File: src/rtl/operand_fetch.sv
// Operand fetch: reads source/destination memory operands for the current
// instruction and issues the destination write-back. Optional macro: OPF_ALIGN_CHECK_EN.
module operand_fetch (
    input  logic        clk,
    input  logic        rst_n,
    input  logic        MC,
    input  logic [2:0]  AdAs,
    input  logic        BW,
    input  logic [15:0] CALC_out,
    input  logic        CALC_done,
    input  logic [15:0] MDB_out,
    input  logic        WB_req,
    input  logic [15:0] WB_data,
    output logic [15:0] MAB,
    output logic [15:0] MDB_in,
    output logic        MR,
    output logic        MW,
    output logic [1:0]  BE,
    output logic [15:0] SRC_op,
    output logic [15:0] DST_op,
    output logic        OPS_valid,
    output logic        WB_ack,
    output logic        ALIGN_ERR
);
    typedef enum logic [2:0] {IDLE, SRD, SCAP, DRD, DCAP, DONE, WBW, WR} state_t;

    state_t      r_state;
    state_t      w_state_nx;
    logic [15:0] r_sa, r_da, w_sa_nx, w_da_nx;
    logic        r_sa_pend, r_da_pend, r_src_cap;
    logic        w_sa_pend_nx, w_da_pend_nx, w_src_cap_nx;
    logic        w_cap_sa, w_cap_da, w_finish;
    logic        w_rd_s, w_rd_d, w_wr, w_acc, w_mis;
    logic [15:0] w_addr, w_mab_nx, w_wdata_nx, w_src_rd, w_dst_rd;
    logic [1:0]  w_be_nx;
    logic [15:0] r_mab, r_mdb_in, r_src_op, r_dst_op;
    logic [1:0]  r_be;
    logic        r_mr, r_mw, r_ops_valid, r_wb_ack, r_align_err;

    // Next-state and next-register values; bus outputs are registered from these.
    always_comb begin
        w_cap_sa = MC && CALC_done && AdAs[0] && !r_src_cap;
        w_cap_da = MC && CALC_done && !w_cap_sa;
        w_sa_nx  = w_cap_sa ? CALC_out : r_sa;
        w_da_nx  = w_cap_da ? CALC_out : r_da;
        w_finish = ((r_state == DONE) && !AdAs[2]) || (r_state == WR);

        w_sa_pend_nx = r_sa_pend;
        if (!MC)                  w_sa_pend_nx = 1'b0;
        else if (w_cap_sa)        w_sa_pend_nx = 1'b1;
        else if (r_state == SCAP) w_sa_pend_nx = 1'b0;

        w_da_pend_nx = r_da_pend;
        if (!MC)                  w_da_pend_nx = 1'b0;
        else if (w_cap_da)        w_da_pend_nx = 1'b1;
        else if (r_state == DCAP) w_da_pend_nx = 1'b0;

        w_src_cap_nx = r_src_cap;
        if (!MC)           w_src_cap_nx = 1'b0;
        else if (w_cap_sa) w_src_cap_nx = 1'b1;
        else if (w_finish) w_src_cap_nx = 1'b0;

        w_state_nx = r_state;
        case (r_state)
            IDLE: begin
                if (w_sa_pend_nx)      w_state_nx = SRD;
                else if (w_da_pend_nx) w_state_nx = DRD;
            end
            SRD:  w_state_nx = SCAP;
            SCAP: w_state_nx = AdAs[2] ? DRD : DONE;
            DRD:  w_state_nx = r_da_pend ? DCAP : DRD;
            DCAP: w_state_nx = DONE;
            DONE: w_state_nx = AdAs[2] ? WBW : IDLE;
            WBW:  w_state_nx = WB_req ? WR : WBW;
            WR:   w_state_nx = IDLE;
            default: w_state_nx = IDLE;
        endcase
        if (!MC) w_state_nx = IDLE;

        // A DRD cycle only drives the bus once the destination address is known.
        w_rd_s = (w_state_nx == SRD);
        w_rd_d = (w_state_nx == DRD) && w_da_pend_nx;
        w_wr   = (w_state_nx == WR);
        w_acc  = w_rd_s || w_rd_d || w_wr;
        w_addr = w_rd_s ? w_sa_nx : w_da_nx;
`ifdef OPF_ALIGN_CHECK_EN
        w_mis  = w_acc && !BW && w_addr[0];
`else
        w_mis  = 1'b0;
`endif
        w_mab_nx   = w_acc ? (w_addr & ~{15'd0, w_mis}) : 16'd0;
        w_be_nx    = !w_wr ? 2'b00 : (!BW ? 2'b11 : (w_da_nx[0] ? 2'b10 : 2'b01));
        w_wdata_nx = !w_wr ? 16'd0 : (BW ? {WB_data[7:0], WB_data[7:0]} : WB_data);

        w_src_rd = !BW ? MDB_out : (r_sa[0] ? {8'h00, MDB_out[15:8]} : {8'h00, MDB_out[7:0]});
        w_dst_rd = !BW ? MDB_out : (r_da[0] ? {8'h00, MDB_out[15:8]} : {8'h00, MDB_out[7:0]});
    end

    always_ff @(posedge clk) begin
        if (!rst_n) begin
            r_state     <= IDLE;
            r_sa        <= 16'd0;
            r_da        <= 16'd0;
            r_sa_pend   <= 1'b0;
            r_da_pend   <= 1'b0;
            r_src_cap   <= 1'b0;
            r_src_op    <= 16'd0;
            r_dst_op    <= 16'd0;
            r_mab       <= 16'd0;
            r_mdb_in    <= 16'd0;
            r_mr        <= 1'b0;
            r_mw        <= 1'b0;
            r_be        <= 2'b00;
            r_ops_valid <= 1'b0;
            r_wb_ack    <= 1'b0;
            r_align_err <= 1'b0;
        end else begin
            r_state     <= w_state_nx;
            r_sa        <= w_sa_nx;
            r_da        <= w_da_nx;
            r_sa_pend   <= w_sa_pend_nx;
            r_da_pend   <= w_da_pend_nx;
            r_src_cap   <= w_src_cap_nx;
            r_mab       <= w_mab_nx;
            r_mdb_in    <= w_wdata_nx;
            r_mr        <= w_rd_s || w_rd_d;
            r_mw        <= w_wr;
            r_be        <= w_be_nx;
            r_ops_valid <= (w_state_nx == DONE);
            r_wb_ack    <= w_wr;
            r_align_err <= r_align_err || w_mis;
            if (MC && (r_state == SCAP)) r_src_op <= w_src_rd;
            if (MC && (r_state == DCAP)) r_dst_op <= w_dst_rd;
        end
    end

    assign MAB       = r_mab;
    assign MDB_in    = r_mdb_in;
    assign MR        = r_mr;
    assign MW        = r_mw;
    assign BE        = r_be;
    assign SRC_op    = r_src_op;
    assign DST_op    = r_dst_op;
    assign OPS_valid = r_ops_valid;
    assign WB_ack    = r_wb_ack;
    assign ALIGN_ERR = r_align_err;
endmodule

File: config.mk
export PLATFORM = sky130hd
export DESIGN_NAME = operand_fetch
export DESIGN_NICKNAME = d
export VERILOG_FILES = /design/src/rtl/operand_fetch.sv
export SDC_FILE = /design/constraint.sdc
export NUM_CORES = 1
export LEC_CHECK = 0
export ABC_CLOCK_PERIOD_IN_PS = 5200
export CORE_MARGIN = 2
export CORE_UTILIZATION = 45
export CTS_CLUSTER_SIZE = 40
export DETAILED_ROUTE_END_ITERATION = 8
export PLACE_DENSITY = 0.8
export SYNTH_ARGS = -nofsm -noshare
export SYNTH_HDL_FRONTEND = slang
export SYNTH_SLANG_ARGS = --single-unit
File: constraint.sdc
create_clock -name clk -period 5.2 [get_ports clk]
set_input_delay 1.04 -clock clk [delete_from_list [all_inputs] [get_ports clk]]
set_output_delay 1.04 -clock clk [all_outputs]
set_load 0.01 [all_outputs]
==> results of run 1 <==
placed cells by master (no fill, tap or decap), types with 2 or more instances in the layout:
master	netlist	routed
mux2i_1	9	9
and2_1	12	12
inv_1	5	5
o21a_1	2	2
a21oi_1	5	5
nor2b_1	14	14
clkdlybuf4s50_1	0	124
nor2_1	28	28
o211a_1	16	16
clkbuf_1	23	2
a2111o_1	2	2
nand2_1	122	122
a22oi_1	2	2
nand4b_1	2	2
nor4_1	2	2
nor3_2	10	10
nor3_1	7	7
o22ai_1	16	16
dfxtp_1	107	107
buf_4	4	6
a21boi_0	47	47
clkbuf_8	0	10
nand2b_1	3	3
o21ai_0	6	6
nand3_1	33	33
bufinv_16	0	2
o21ba_1	2	2
per-stage QoR:
step,hold slack (ns),cell area (um2)
final,0.469,5840
after global placement,0.450,5630
after global routing,0.488,5840
after detailed placement,0.458,5630
after floorplan,0.444,4340
after CTS,0.472,5840
layer usage:
metal  share of wire, %  wire length (um)  track usage (%)  vias up
met4               0.84                91             7.08        0
met1                 42              4550             27.1     1822
met3                9.0               968             6.43        7
met5                  0                 0                0        -
met2                 48              5170             34.5      142
li1                   -                 -                -     1914
power by group:
part	internal [W]	switching, W
clock network	0.000285	0.000263
registers	0.000836	0.0000124
logic	0.0000894	0.0000861
kinds of logic (layout without fill, tap and decap cells):
family	count (synthesis)	count (layout)
buffers and inverters	40	153
AND/OR/NAND/NOR	238	238
AO/OA/AOI/OAI	105	105
other	1	1
flip-flops	107	107
multiplexers	9	9
state kept, by name (all words and copies together) (netlist names):
signal / count
DST_op: 16
MAB: 16
MDB_in: 16
SRC_op: 16
r_da: 16
r_sa: 16
r_state: 3
BE: 2
MR: 1
OPS_valid: 1
WB_ack: 1
r_da_pend: 1
r_sa_pend: 1
r_src_cap: 1
worst max-delay path, cell delays in order:
cell and delay [ns]:
clkdlybuf4s50_1 0.79, nand2_1 0.21, o221ai_1 0.20, o21ba_1 0.18, a2111o_1 0.74, a221oi_1 0.31
worst max-delay path by stage:
stage | to | slack (ns) | depth (start not counted)
floorplan | MDB_in[10]$_SDFF_PN0_ | 2.81 | 5
global placement | MAB[3]$_SDFF_PN0_ | 1.62 | 6
detailed placement | MAB[0]$_SDFF_PN0_ | 1.59 | 6
CTS | MAB[0]$_SDFF_PN0_ | 1.98 | 6
global route | MAB[0]$_SDFF_PN0_ | 1.79 | 6
finish | MAB[0]$_SDFF_PN0_ | 1.98 | 6
final cells by class:
cell class              instances  area, um2
fillers                       809       3440
flip-flops and latches        107       2140
multi-input cells             353       2010
repair buffers                131       1290
well taps                     129        161
clock buffers                  12        145
clock inverters                 4       73.8
inverters                       6       22.5
==> results.sh, run 1 <==
export IMPL_finalClockSkew_ns=0.0103
export IMPL_pre_cts_ws_ns=1.59
export IMPL_synth_mux_area_fraction_pct=2.08
export IMPL_post_cts_setup_buffers=0
export IMPL_rsz0062_at_grt="false"
export IMPL_synth_simple_area_share_pct=25.7
export IMPL_fin_crit_ns=3.22
export IMPL_final_cells=742
export IMPL_yosysUniqueCellTypes=41
export IMPL_yosys_warnings=0
export IMPL_grt_pass1_vias=3721
export IMPL_rrSetupSlack_ns=2.65
export IMPL_wl_per_cell_um=14.5
export IMPL_synth_fp_nets=557
export IMPL_core_mm2=0.00928
export IMPL_reg2reg_to="MAB[1]$_SDFF_PN0_"
export IMPL_post_synth_instance_area_mm2=0.00434
export IMPL_arrival_ns=3.47
export IMPL_clock_latency_ns=0.36
export IMPL_cp_data_required_time_ns=5.46
export IMPL_cts_path_max_buffers=2
export IMPL_clock_sinks=107
export IMPL_synth_seq_area_share_pct=49.4
export IMPL_via_count=3885
export IMPL_grt_max_degree=69
export IMPL_finalWorstSetupSlack_ns=1.98
export IMPL_synth_compound_area_share_pct=18.4
export IMPL_antenna_found_initial=0
export IMPL_htree_levels=3
export IMPL_ioPinCount=128
export IMPL_cellLeakagePower_nw=2.30
export IMPL_utilization_pct=63.0
export IMPL_max_freq_mhz=311
export IMPL_critical_path_class="primary input to flop"
export IMPL_syn_avg_cell_area_um2=8.67
export IMPL_grt_use_total_pct=21.2
export IMPL_synthAdderAreaFrac_pct=0
export IMPL_cts_resized=0
export IMPL_netlist_top_cells_count="122 x nand2_1, 107 x dfxtp_1, 47 x a21boi_0, 33 x nand3_1, 28 x nor2_1"
export IMPL_r2r_start="r_state[2]$_SDFF_PN0_"
export IMPL_synth_top_area_cell="dfxtp_1"
export IMPL_post_route_period_util_pct=61.8
export IMPL_numCtsBuffers=9
export IMPL_drive_gt1_share_pct=5.55
export IMPL_power_density_mw_per_mm2=269
export IMPL_drt_iter0_markers=143
export IMPL_diodes=0
export IMPL_clk_pin_slew_ns=0.09
export IMPL_worstMarginPinSlew_ns=0.876
export IMPL_die_height_um=102
export IMPL_synth_area_top_cells="dfxtp_1 49%, nand2_1 11%, a21boi_0 8.1%"
export IMPL_outcome="completed"
export IMPL_synth_top_area_share_pct=49.4
export IMPL_drt_total_wl_um=10800
export IMPL_port_buffers=125
export IMPL_setup_viol_count_final=0
export IMPL_dp_cells=726
export IMPL_synthFlopType="dfxtp_1"
export IMPL_synth_async_reset_ratio_pct=0
export IMPL_tns_ns=0
export IMPL_min_path_type="flop to flop"
export IMPL_ant_nets=0
export IMPL_hold_path_startpoint="r_da[6]$_SDFF_PN0_"
export IMPL_dp_hpwl_um=7460
export IMPL_whs_path_depth=2
export IMPL_initial_core_util_pct=46.7
export IMPL_crit_path_end_kind="flop"
export IMPL_viasPerCell=5.24
export IMPL_drc_errors=0
export IMPL_die_area_mm2=0.0104
export IMPL_firstDrtPassIters=4
export IMPL_synth_xor_area_share_pct=0
export IMPL_gp_congestion=0.822
export IMPL_synth_edf_count=0
export IMPL_peakVddDrop_v=0.000159
export IMPL_grt_overflow=0
export IMPL_cts_root_buf="clkbuf_8"
export IMPL_slew_violations=0
export IMPL_final_nets=665
export IMPL_syn2layout_area_growth_pct=34.8
export IMPL_cap_violations=0
export IMPL_hold_violations=0
export IMPL_synth_top_family_by_area="simple AND/OR/NAND/NOR gates"
export IMPL_r2r_cells=5
export IMPL_row_count=35
export IMPL_ctsHoldBuffers=0
export IMPL_total_power_w=0.00157
export IMPL_relSlewSlack_pct=41.6
export IMPL_cts_tree="built"
export IMPL_setup_worst_path_start="MC"
export IMPL_min_to="r_da[6]$_SDFF_PN0_"
export IMPL_cp_max_fo=16
export IMPL_die_x_um=102
export IMPL_grt_pass1_wl_um=17700
export IMPL_synthCells=500
export IMPL_start_kind="primary input"
export IMPL_yosysMostFrequentCell="nand2_1"
export IMPL_synth_seq_cells=107
Note: power is estimated with default switching activity, not from simulation.
==> inputs of run 2 (changes only) <==
- ABC_CLOCK_PERIOD_IN_PS: 5200 -> 2800
- CORE_UTILIZATION: 45 -> 43
- clock period: 5.2 -> 2.8 ns (I/O delays scaled with it)
==> run 2 against run 1 <==
Routed wire length rose by 2.3%. Clock skew fell by 0.0042 ns. Clock-buffer cell count did not move. Sequential power rose by 86%. Worst hold slack barely moved. Utilization fell by 2.9 points. Critical path depth rose by 1. Sequential cell count did not move. Cell area rose by 0.49%. First-iteration DRC count rose by 28%. Sequential share of layout area fell by 0.18 points. Critical endpoint is now MAB[4]$_SDFF_PN0_.
==> results.sh, run 2 (synthesis results as in run 1) <==
export IMPL_hold_path_startpoint="SRC_op[8]$_SDFFE_PN0P_"
export IMPL_dp_hpwl_um=7910
export IMPL_wl_per_cell_um=14.6
export IMPL_syn2layout_area_growth_pct=35.5
export IMPL_timing_critical_path_cells="clkdlybuf4s50_1 > nand2_1 > o221ai_1 > o21ba_1 > a2111o_1 > buf_4 > nor3_1"
export IMPL_grt_pass1_vias=3772
export IMPL_outcome="completed"
export IMPL_gp_congestion=0.825
export IMPL_ioPinCount=128
export IMPL_clock_latency_ns=0.36
export IMPL_via_count=3928
export IMPL_min_path_type="flop to flop"
export IMPL_slew_violations=0
export IMPL_start_kind="primary input"
export IMPL_wl_met2_um=5100
export IMPL_final_nets=675
export IMPL_wl_met3_um=1060
export IMPL_p_sw_share_pct=24.2
export IMPL_port_buffers=125
export IMPL_p_comb_share_pct=12.2
export IMPL_power_density_mw_per_mm2=469
export IMPL_p_seq_share_pct=57.3
export IMPL_cts_resized=0
export IMPL_max_stage_delay_ns=0.59
export IMPL_critPathBufInv=2
export IMPL_finalClockSkew_ns=0.00604
export IMPL_core_mm2=0.00977
export IMPL_clk_pin_slew_ns=0.09
export IMPL_die_x_um=104
export IMPL_grt_max_degree=68
export IMPL_initial_core_util_pct=44.4
export IMPL_worstMarginPinSlew_ns=0.780
export IMPL_post_route_period_util_pct=83.2
export IMPL_clock_sinks=107
export IMPL_drt_iter0_markers=183
export IMPL_arrival_ns=2.61
export IMPL_hold_violations=0
export IMPL_p_int_w=0.00209
export IMPL_die_height_um=104
export IMPL_setup_worst_path_start="MC"
export IMPL_r2r_start="r_state[0]$_SDFF_PN0_"
export IMPL_crit_path_end_kind="flop"
export IMPL_rsz0062_at_grt="false"
export IMPL_pre_cts_ws_ns=0.106
export IMPL_finalWorstSetupSlack_ns=0.471
export IMPL_slowest_stage="clkdlybuf4s50_1"
export IMPL_htree_levels=3
export IMPL_tns_ns=0
export IMPL_critical_path_class="primary input to flop"
export IMPL_multi_input_area_mm2=0.00201
export IMPL_relSlewSlack_pct=47.6
export IMPL_final_common_cell="clkdlybuf4s50_1"
export IMPL_firstDrtPassIters=4
export IMPL_grt_overflow=0
export IMPL_post_cts_setup_buffers=0
export IMPL_drt_total_wl_um=11000
export IMPL_numCtsBuffers=9
export IMPL_ant_nets=0
export IMPL_cap_violations=0
export IMPL_cts_tree="built"
export IMPL_cts_root_buf="clkbuf_8"
export IMPL_die_area_mm2=0.0109
export IMPL_peakVddDrop_v=0.000297
export IMPL_setup_viol_count_final=0
export IMPL_cp_data_required_time_ns=3.08
export IMPL_antenna_found_initial=0
export IMPL_grt_use_total_pct=20.1
export IMPL_seq_area_mm2=0.00214
export IMPL_cp_max_fo=15
export IMPL_diodes=0
export IMPL_drive_gt1_share_pct=6.92
export IMPL_num_fill_cells=856
export IMPL_cp_top_family="compound AO/OA/AOI/OAI gates"
export IMPL_wl_met1_um=4710
export IMPL_clkPwrFrac_pct=30.6
export IMPL_fin_crit_ns=2.33
export IMPL_p_switching_w=0.000666
export IMPL_grt_pass1_wl_um=18000
export IMPL_max_freq_mhz=429
export IMPL_highest_layer="met4"
export IMPL_ctsHoldBuffers=0
export IMPL_row_count=36
export IMPL_mostFrequentLayoutCells="124 x clkdlybuf4s50_1, 122 x nand2_1, 107 x dfxtp_1, 47 x a21boi_0, 33 x nand3_1"
export IMPL_cts_path_max_buffers=2
export IMPL_drc_errors=0
export IMPL_viasPerCell=5.21
export IMPL_cellLeakagePower_nw=2.32
## run 2: cell count changes in the layout (fill, tap and decap cells not counted)
cell | previous run | this run
buf_4 | 6 | 16
bufinv_16 | 2 | 0
clkinv_4 | 1 | 0
clkbuf_8 | 10 | 11
clkbuf_1 | 2 | 1
clkinvlp_4 | 0 | 1
## run 2: cell type report
type / count / share of cell area [%]
Sequential cell: 107 / 36.5
Inverter: 6 / 0.383
Multi-Input combinational cell: 353 / 34.2
Timing Repair Buffer: 141 / 23.3
Tap cell: 133 / 2.83
Clock buffer: 12 / 2.64
Clock inverter: 2 / 0.213
## run 2: worst register-to-register path, delay by kind of cell (launching register included)
kind	cells	cell delay [ns]
and+or+nand+nor	2	0.32
DFF	1	0.58
buffers and inverters	1	0.24
AOI/OAI and AO/OA	3	0.88
## run 2: per-stage QoR
| stage | instances | instance area, um2 | total power [W] | util (%) | hold slack, ns |
|---|---|---|---|---|---|
| floorplan | 500 | 4340 | 0.00178 | - | 0.444 |
| global placement | 740 | 5710 | 0.00194 | 58.4 | 0.450 |
| CTS | 754 | 5870 | 0.00278 | 60.1 | 0.470 |
| global route | 754 | 5870 | 0.00287 | 60.1 | 0.484 |
| finish | 754 | 5870 | 0.00275 | 60.1 | 0.468 |
| detailed placement | 740 | 5710 | 0.00195 | 58.4 | 0.457 |
## run 2: layer usage
metal / GRT usage (%) / vias to the layer above
met2: 32.3 / 156
met3: 6.95 / 12
met1: 25.4 / 1824
met4: 5.98 / 0
li1: - / 1936
met5: 0 / -
## run 2: path summary, 6_finish.rpt
check        cells past startpoint  slack, ns                     end
max                              7       0.47       MAB[4]$_SDFF_PN0_
max reg2reg                      6       0.71       MAB[4]$_SDFF_PN0_
min reg2reg                      2       0.47  SRC_op[8]$_SDFFE_PN0P_
min                              2       0.47  SRC_op[8]$_SDFFE_PN0P_
## run 2: power groups by stage
| stage | clock (W) | combinational, W | sequential, W |
|---|---|---|---|
| floorplan | 0 | 0.000171 | 0.00161 |
| global placement | 0 | 0.000326 | 0.00161 |
| detailed placement | 0 | 0.000334 | 0.00161 |
| CTS | 0.000866 | 0.000335 | 0.00158 |
| global route | 0.000919 | 0.000365 | 0.00158 |
| finish | 0.000842 | 0.000335 | 0.00158 |
==> RTL edit 1, RTL diff (flow settings as in run 2) <==
Re-encode `state_t` (8 states) as one-hot, 8 bits wide.
--- a/src/rtl/operand_fetch.sv
+++ b/src/rtl/operand_fetch.sv
@@ -22,7 +22,7 @@
     output logic        WB_ack,
     output logic        ALIGN_ERR
 );
-    typedef enum logic [2:0] {IDLE, SRD, SCAP, DRD, DCAP, DONE, WBW, WR} state_t;
+    typedef enum logic [7:0] {IDLE = 8'b00000001, SRD = 8'b00000010, SCAP = 8'b00000100, DRD = 8'b00001000, DCAP = 8'b00010000, DONE = 8'b00100000, WBW = 8'b01000000, WR = 8'b10000000} state_t;
 
     state_t      r_state;
     state_t      w_state_nx;
Behaviour: no difference found for any inputs over 4 cycles, from zero or initial values and one cycle with rst_n low; so few cycles prove little.
==> RTL edit 1 against run 2 <==
Sequential share of layout area is 0.15 points lower; setup slack gained 57 ps; global-route usage rose by 1.2 points; sequential power grew 3%; routed wire length increased by 9.0%; die area up 5.6%; clock power is 21% higher; area after synthesis rose by 5.8%; via count is 5.5% higher; sequential cell count rose by 5; total power up 6.9%; cell count rose by 3.8%; final area increased by 5.1%.
==> RTL edit 1: results <==
[synth]
synthTopCellsByArea = "dfxtp_1 (49%), nand2_1 (10%), a21boi_0 (7.7%), nand3_1 (4.0%), o211a_1 (3.5%)"
synthesis.nets = 586
synth_xor_area_frac = 0.00191
synth.avg_cell_area_um2 = 8.67
synth_fa_ha_area_frac = 0
yosys-top-cells-count = "nand2_1 (128), dfxtp_1 (112), a21boi_0 (47)"
ys_seq_area_frac = 0.489
synth_warnings = 0
synth_cell_type_count = 49
synthArstFlopShare = 0
synth_compound_area_frac = 0.172
synth.area.mux_share = 0.0196
synthFlopType = "dfxtp_1"

[pwr]
clkPwrFrac = 0.347
p_leak_nw = 2.43
p_per_area_nw_per_um2 = 477
ir_drop_v = 0.000325
p_seq_mw = 1.63
switching_share = 0.242

[critical_path]
crit_start = "r_state[6]"
cp_top_family = "simple AND/OR/NAND/NOR gates"
crit_slowest_cell = "nor4_4"
slowest_delay_ps = 530
timing.rr.start = "r_state[6]"
r2r-end = "MAB[3]"
ff2ff_setup_slack_ps = 530
critPathMaxFanout = 16
reg2reg_depth = 6

[grt]
grt_pass1_vias = 4032
grt_start_max_net_pins = 66
grt_pass1_wl_mm = 19.6
grt_use_total = 0.213

[final_layout]
diodes = 0
finalNetCount = 700
drive_above_1_share = 0.0804

[clocking]
cts_resized = 0
ctsHtreeMaxLevel = 3
path_clk_slew_ps = 110
postCtsSetupRepairBufs = 0
cts_root_buffer = "clkbuf_8"
worstSkewPairLatency_ps = 370

[placement]
place_hpwl_mm = 8.42
dp_cells = 768
dp_slack_ps = 192
place_area_um2 = 5960
gp_congestion = 0.903

[route]
wire_per_inst_um = 15.4
drt_iter0_drc = 257
via_per_inst = 5.30
dr.pass1.iters = 5
routed_wl_mm = 12.0

[min_path]
whs_path_depth = 2
hold_start = "r_da_pend"
worstHoldPathType = "reg2reg"
hold_end = "r_state[4]"

[timing]
skew_ps = 13.6
hold_violations = 0
hold_ws_ps = 466
worst_slew_pin_slew_ps = 742

[status]
status = "finished, final reports clean"
-- RTL edit 1: cell types whose count changed after synthesis, sizes merged, moves of 3 or more --
cell / run 2 / this run
nand2: 122 / 128
nand3: 33 / 37
nor2: 28 / 36
dfxtp: 107 / 112
a21oi: 5 / 8
nor4b: 0 / 3
nor3: 17 / 20
-- RTL edit 1: worst max path at each step --
stage,end,slack (ps),cells past startpoint
finish,MAB[3],530,6
global route,MAB[3],380,6
CTS,MAB[3],550,6
detailed placement,MAB[3],190,8
global placement,MAB[2],260,8
floorplan,MAB[10],730,9
-- RTL edit 1: per-layer routing --
metal,global-route usage,wire length (µm),vias to the layer above
met2,0.356,5760,170
li1,-,-,2019
met5,0,0,-
met4,0.0668,150,0
met1,0.271,5240,1944
met3,0.0502,871,13
-- RTL edit 1: final cells by class --
type / instances / area (µm²)
clock buffer: 11 / 151
clock inverter: 4 / 58.8
fill: 910 / 4150
inverter: 5 / 18.8
multi-input combinational: 376 / 2170
sequential: 112 / 2240
tap: 136 / 170
timing repair buffer: 139 / 1360
==> RTL edit 2, RTL diff (flow settings as in run 2) <==
Without the edit above. Add a define of `OPF_ALIGN_CHECK_EN`.
--- a/src/rtl/operand_fetch.sv
+++ b/src/rtl/operand_fetch.sv
@@ -1,5 +1,7 @@
 // Operand fetch: reads source/destination memory operands for the current
 // instruction and issues the destination write-back. Optional macro: OPF_ALIGN_CHECK_EN.
+`define OPF_ALIGN_CHECK_EN
+
 module operand_fetch (
     input  logic        clk,
     input  logic        rst_n,
Behaviour: not the same (a bounded check fails within 4 cycles, from zero or initial values and one cycle with rst_n low).
==> RTL edit 2 against run 2 <==
Area after synthesis up 3.4%; register-to-register slack got worse by 200 ps; routed wire length grew 7.0%; total power up 4.7%; worst hold slack worse by 6.9 ps; final area is 4.1% higher; setup slack improved by 29 ps; sequential cell count up 1; fmax grew 1.3%; critical endpoint is now MDB_in[12].
==> RTL edit 2: results <==
[status]
status = "finished, final reports clean"

[grt]
grt_pass1_wl_mm = 19.1
grt_pass1_vias = 4085
grt_use_total = 0.211
grt_start_max_net_pins = 38

[critical_path]
slowest_delay_ps = 620
critPathMaxFanout = 14
arrival_ps = 2630
crit_slowest_cell = "or4b_1"
cp_top_family = "buffers and inverters"

[synth]
ys_seq_area_frac = 0.482
synthTopCellsByArea = "dfxtp_1 (48%), nand2_1 (7.6%), a21oi_1 (5.8%), nor2_1 (3.9%), and2_1 (3.9%)"
synth_cell_type_count = 42
synthesis.nets = 582
yosys-top-cells-count = "dfxtp_1 (108), nand2_1 (91), a21oi_1 (52)"
synth.avg_cell_area_um2 = 8.54

[route]
drt_iter0_drc = 156
dr.pass1.iters = 7
vias = 4166
via_per_inst = 5.31
wire_per_inst_um = 15.0

[placement]
place_area_um2 = 5930
place_hpwl_mm = 8.37
io_buffers = 126
gp_congestion = 0.882

[timing]
slew_headroom = 0.663

[final_layout]
finalNetCount = 701
num-fill-cells = 898
drive_above_1_share = 0.0986

[clocking]
worstSkewPairLatency_ps = 380

[pwr]
ir_drop_v = 0.000285
p_leak_nw = 2.23
RTL edit 2: cell count changes in the layout (fill, tap and decap cells not counted), moves of 11 or more:
| cell | before | now |
|---|---|---|
| o211ai_1 | 1 | 16 |
| o21ai_0 | 6 | 21 |
| o211a_1 | 16 | 1 |
| nor3_1 | 7 | 18 |
| a21oi_1 | 5 | 52 |
| a311oi_1 | 0 | 16 |
| a21boi_0 | 47 | 0 |
| nand2_1 | 122 | 91 |
| and2_1 | 12 | 28 |
| nor2_1 | 28 | 47 |
| nand3_1 | 33 | 18 |
| mux2_2 | 0 | 15 |
| o22ai_1 | 16 | 0 |
RTL edit 2: final timing paths:
path,startpoint,end,slack [ps],depth (start not counted)
worst max-delay path,MC,MDB_in[12],500,7
worst min-delay path,DST_op[8],DST_op[8],460,2
worst max register to register,r_state[2],MAB[12],510,6
worst min register to register,DST_op[8],DST_op[8],460,2
RTL edit 2: layout make-up:
| type | count | area, µm² | area share |
|---|---|---|---|
| clock buffer | 12 | 155 | 0.0254 |
| clock inverter | 4 | 32.5 | 0.00532 |
| inverter | 7 | 26.3 | 0.00430 |
| multi-input combinational | 369 | 2110 | 0.345 |
| sequential | 108 | 2160 | 0.354 |
| tap | 136 | 170 | 0.0278 |
| timing repair buffer | 149 | 1460 | 0.239 |
RTL edit 2: kinds of logic after synthesis:
group / Yosys count / synth area share
and+or+nand+nor: 228 / 0.239
AOI/OAI and AO/OA: 116 / 0.169
DFF: 108 / 0.482
buffers and inverters: 48 / 0.0472
muxes: 25 / 0.0628
RTL edit 2: metrics by stage:
stage	power [mW]	utilization	hold slack, ps
2_1_floorplan	1.81	-	437
3_3_place_gp	1.99	0.579	442
3_5_place_dp	2.00	0.579	449
4_1_cts	2.89	0.598	463
5_1_grt	2.99	0.598	487
6_report	2.88	0.598	461
RTL edit 2: power groups by stage:
stage / Clock (mW) / Combinational [mW] / Sequential [mW]
floorplan: 0 / 0.191 / 1.62
finish: 0.914 / 0.379 / 1.59
global placement: 0 / 0.367 / 1.62
global route: 0.985 / 0.410 / 1.59
CTS: 0.927 / 0.377 / 1.59
detailed placement: 0 / 0.375 / 1.62
RTL edit 2: layer usage:
metal,GRT usage,wire length (µm)
met2,0.371,6010
met3,0.0472,733
met4,0.0733,181
met1,0.253,4880
met5,0,0
RTL edit 2: worst reg2reg max path: stages, from the launching register on:
cell and delay [ps]:
dfxtp_1 530, or3b_4 470, a2bb2oi_4 200, or4b_1 510
mux2i_4 210, buf_12 170, a21oi_1 80
